## src/rtl/down_counter_ld.sv

```systemverilog
// down_counter_ld: loadable, prescaled down-counter with a terminal-count pulse.
// LOAD captures a start value and a reload value. The count then steps down
// once every PRESCALE enabled clocks. On reaching zero the block pulses TC and
// either stops (one-shot) or reloads the captured value (auto-reload).
module down_counter_ld #(
    parameter int WIDTH    = 8,
    parameter int PRESCALE = 4
) (
    input  logic             CLK,
    input  logic             RSTdash,
    input  logic             LOAD,
    input  logic [WIDTH-1:0] D,
    input  logic             AUTO,
    input  logic             EN,
    output logic [WIDTH-1:0] Q,
    output logic [WIDTH-1:0] Qdash,
    output logic             ZERO,
    output logic             TC,
    output logic             BUSY
);

    // The prescaler needs at least one bit, even when PRESCALE is 1.
    localparam int PSW = (PRESCALE > 1) ? $clog2(PRESCALE) : 1;
    localparam logic [PSW-1:0]   PS_LAST = PSW'(PRESCALE - 1);
    localparam logic [WIDTH-1:0] ONE     = WIDTH'(1);

    typedef enum logic {
        IDLE = 1'b0,
        RUN  = 1'b1
    } state_t;

    state_t           state_q, state_d;
    logic [PSW-1:0]   ps_q, ps_d;
    logic [WIDTH-1:0] q_q, q_d;
    logic [WIDTH-1:0] r_q, r_d;
    logic             a_q, a_d;
    logic             tc_q, tc_d;

    // State registers, cleared immediately by the asynchronous reset.
    always_ff @(posedge CLK or negedge RSTdash) begin
        if (!RSTdash) begin
            state_q <= IDLE;
            ps_q    <= '0;
            q_q     <= '0;
            r_q     <= '0;
            a_q     <= 1'b0;
            tc_q    <= 1'b0;
        end else begin
            state_q <= state_d;
            ps_q    <= ps_d;
            q_q     <= q_d;
            r_q     <= r_d;
            a_q     <= a_d;
            tc_q    <= tc_d;
        end
    end

    // Next state: LOAD beats everything; otherwise count only in RUN with EN high.
    always_comb begin
        state_d = state_q;
        ps_d    = ps_q;
        q_d     = q_q;
        r_d     = r_q;
        a_d     = a_q;
        tc_d    = 1'b0;

        if (LOAD) begin
            q_d     = D;
            r_d     = D;
            a_d     = AUTO;
            ps_d    = '0;
            // Loading zero leaves nothing to count, so no TC is produced.
            state_d = (D != '0) ? RUN : IDLE;
        end else if (state_q == RUN && EN) begin
            if (ps_q == PS_LAST) begin
                ps_d = '0;
                if (q_q > ONE) begin
                    q_d = q_q - ONE;
                end else begin
                    // Q is 1 here: RUN never holds a zero count.
                    tc_d = 1'b1;
                    if (a_q) begin
                        // Jump straight to the reload value, skipping 0.
                        q_d = r_q;
                    end else begin
                        q_d     = '0;
                        state_d = IDLE;
                    end
                end
            end else begin
                ps_d = ps_q + 1'b1;
            end
        end
    end

    assign Q     = q_q;
    assign Qdash = ~q_q;
    assign ZERO  = (q_q == '0);
    assign TC    = tc_q;
    assign BUSY  = (state_q == RUN);

endmodule

```

## config.mk

```make
export PLATFORM = sky130hd
export DESIGN_NAME = down_counter_ld
export DESIGN_NICKNAME = d
export VERILOG_FILES = /design/src/rtl/down_counter_ld.sv
export SDC_FILE = /design/constraint.sdc
export NUM_CORES = 1
export LEC_CHECK = 0
export CAP_MARGIN = 20
export CORE_MARGIN = 2
export CORE_UTILIZATION = 48
export CTS_CLUSTER_DIAMETER = 60
export DETAILED_ROUTE_END_ITERATION = 6
export PLACE_DENSITY_LB_ADDON = 0.05
export SLEW_MARGIN = 20
export SYNTH_ARGS = -nofsm -noshare
export SYNTH_HDL_FRONTEND = slang
export SYNTH_SLANG_ARGS = --single-unit
```

## constraint.sdc

```tcl
create_clock -name CLK -period 2.2 [get_ports CLK]
set_input_delay 0.44 -clock CLK [delete_from_list [all_inputs] [get_ports CLK]]
set_output_delay 0.44 -clock CLK [all_outputs]
set_load 0.02 [all_outputs]
```

==> flow_summary.json <==
{
  "syn-num-nets": 150,
  "final_core_utilization_pct": 66.5,
  "viasPerCell": 5.66,
  "grt_pass1_vias": 1079,
  "critPathArrivalTime_ns": 2.25,
  "top_usage_layer": "met2",
  "rsz0062_at_grt": "false",
  "gp_congestion": 0.872,
  "worstPathRequired_ns": 2.39,
  "initial_core_util_pct": 50.0,
  "grt_overflow": 0,
  "ys_types": 34,
  "yosys_most_used_dff": "dfrtp_1",
  "netlist_instances": 133,
  "final_max_slew_viol_count": 0,
  "setup_viol": 0,
  "yosys_warnings": 0,
  "start_kind": "register",
  "finalHoldViolCount": 0,
  "netlist_top_cells_area": "dfrtp_1, o21ai_0, inv_1",
  "avgSynthCellArea_um2": 9.23,
  "critical_path_peak_fanout": 9,
  "core-area_um2": 2450,
  "antenna_left": 0,
  "p_leak_nw": 0.729,
  "rows": 18,
  "cts_root_buffer": "clkbuf_4",
  "worst_clock_skew_ns": 0.00656,
  "grt_max_degree": 25,
  "vias": 1154,
  "first_pass_iters": 4,
  "worst_slew_pin_slew_ns": 0.388,
  "die_w_um": 54.6,
  "cts_buffer_depth": 2,
  "vdd_drop_max_mv": 0.471,
  "antenna_found_initial": 0,
  "hold_path.class": "input pin to asynchronous set/reset pin",
  "nNetsFinal": 192,
  "post-cts-setup-buffers": 0,
  "yosysTopAreaCellShare_pct": 42.8,
  "maxCapViolations": 0,
  "grt_usage_pct": 23.9,
  "wl_mm": 2.98,
  "drcViolationCount": 0,
  "fin_crit_ns": 2.06,
  "syn_to_final_growth_pct": 32.9,
  "portBuffers": 31,
  "synthArstFlopShare_pct": 100,
  "cts.sinks": 21,
  "clk_latency_ns": 0.30,
  "end_kind": "register",
  "met3_usage_pct": 3.28,
  "grt_pass1_wl_mm": 5.02,
  "status": "completed",
  "pin_count": 32,
  "cts_tree": "yes",
  "clock.fmax_ghz": 0.486,
  "fin_crit_sh_pct": 93.6,
  "yosysSeqAreaShare_pct": 42.8,
  "grtUsageMet1_pct": 33.2,
  "drive_gt1_share_pct": 14.9,
  "cts.clk_slew.worst_paths_ns": 0.12,
  "yosys.area.top_type": "dfrtp_1",
  "slew_headroom_pct": 73.8,
  "hpwl_mm": 2.30,
  "cts_max_level": 1,
  "hold_buffers": 0,
  "die_h_um": 54.6,
  "path_class": "register to register",
  "ys_seq_elements": 21,
  "nFillCells": 200,
  "powerDensity_nw_per_um2": 571,
  "met2_usage_pct": 38.0,
  "dieArea_um2": 2980,
  "numCtsBuffers": 3,
  "drt_iter0_drc": 37,
  "diodes": 0,
  "synth_edf_count": 0,
  "tns_ns": 0,
  "wl_per_cell_um": 14.6,
  "netlist_area_um2": 1230
}
synth_stat cells, types with 2 or more instances:
cell type	instances
a31oi_1	6
inv_1	15
o21a_1	2
a22oi_1	3
xor2_1	2
nand3_1	4
ha_1	4
nand2_1	11
o31a_1	2
dfrtp_1	21
a21o_1	2
o31ai_1	2
nor2_1	13
o21ai_0	12
nor3b_1	3
and3_2	3
or4_1	3
mux2_2	2
a21oi_1	5
nor3_1	3
clkbuf_8	2
path summary, 6_finish.rpt:
path                                         start                   to  slack [ns]  cells past startpoint
worst min-delay path                       RSTdash  ps_q[0]$_DFFE_PN0N_        0.46                      2
max in group asynchronous                  RSTdash     Q[0]$_DFFE_PN0P_        1.52                      2
worst max register to register    Q[0]$_DFFE_PN0P_     Q[4]$_DFFE_PN0P_        0.14                      6
worst min register to register  r_q[1]$_DFFE_PN0P_   r_q[1]$_DFFE_PN0P_        0.54                      1
worst max-delay path              Q[0]$_DFFE_PN0P_     Q[4]$_DFFE_PN0P_        0.14                      6
min in group CLK                r_q[1]$_DFFE_PN0P_   r_q[1]$_DFFE_PN0P_        0.54                      1
layer usage:
layer	routed length, um	vias up
met5	0	-
met4	45	0
met3	189	6
met2	1390	51
met1	1360	543
li1	-	554
critical path, cell delays in order, from the launching register on:
cell     delay, ns
dfrtp_2       0.46
inv_1         0.14
ha_1          0.23
or2_2         0.32
and3_1        0.30
and3_2        0.26
o31a_1        0.24
per-stage QoR:
| stage | total power (W) | setup WS [ns] | cells | area, um2 | hold slack [ns] |
|---|---|---|---|---|---|
| after floorplan | 0.000611 | 0.0506 | 133 | 1230 | 0.144 |
| after global routing | 0.000988 | 0.0360 | 204 | 1630 | 0.483 |
| after global placement | 0.000741 | 0.133 | 200 | 1610 | 0.506 |
| after detailed placement | 0.000751 | 0.111 | 200 | 1610 | 0.506 |
| after CTS | 0.000937 | 0.0373 | 204 | 1640 | 0.464 |
| final | 0.000931 | 0.140 | 204 | 1630 | 0.459 |
area by class of cell:
class                      count  area (um2)  share of cell area, %
multi-input combinational     92         596                   36.5
tap                           30        37.5                   2.30
clock inverter                 1        5.00                  0.307
clock buffer                   3        22.5                   1.38
timing repair buffer          42         388                   23.8
inverter                      15        56.3                   3.45
sequential                    21         527                   32.3
cells by family (layout without fill, tap and decap cells):
family | count (synthesis) | in the layout | synth area share [%]
multiplexers | 3 | 3 | 2.65
buffers and inverters | 20 | 61 | 8.66
XOR/XNOR | 3 | 3 | 2.14
AND/OR/NAND/NOR | 45 | 45 | 19.7
adder cells (fa/ha/maj) | 4 | 4 | 4.08
flip-flops | 21 | 21 | 42.8
AO/OA/AOI/OAI | 37 | 37 | 20.0
registers in the layout (all words and copies together) (netlist names):
register	cells
ps_q	2
BUSY	1
TC	1
r_q	8
a_q	1
Q	8
power breakdown:
group          switching, W  internal, W
combinational      0.000154     0.000141
sequential        0.0000299     0.000419
clock              0.000119    0.0000678
total              0.000303     0.000628
cells in the final DEF, fill, tap and decap left out, types with 2 or more instances in the layout:
master	Yosys	routed
clkdlybuf4s50_1	0	30
nand2_1	11	11
o31a_1	2	2
buf_4	1	11
nor2_1	13	13
o31ai_1	2	2
and3_2	3	3
or4_1	3	3
o21a_1	2	2
o21ai_0	12	12
clkbuf_4	0	3
inv_1	15	15
a21oi_1	5	5
ha_1	4	4
a31oi_1	6	6
nor3b_1	3	3
nor3_1	3	3
a22oi_1	3	3
dfrtp_1	21	20
a21o_1	2	2
mux2_2	2	2
nand3_1	4	4
xor2_1	2	2
repair_timing:
action | in CTS | in global routing
resized for setup | 1 | 3
endpoints found under the hold margin | 0 | 0
endpoints found under the setup margin | 1 | 1
Power figures use the tool's default switching activity.
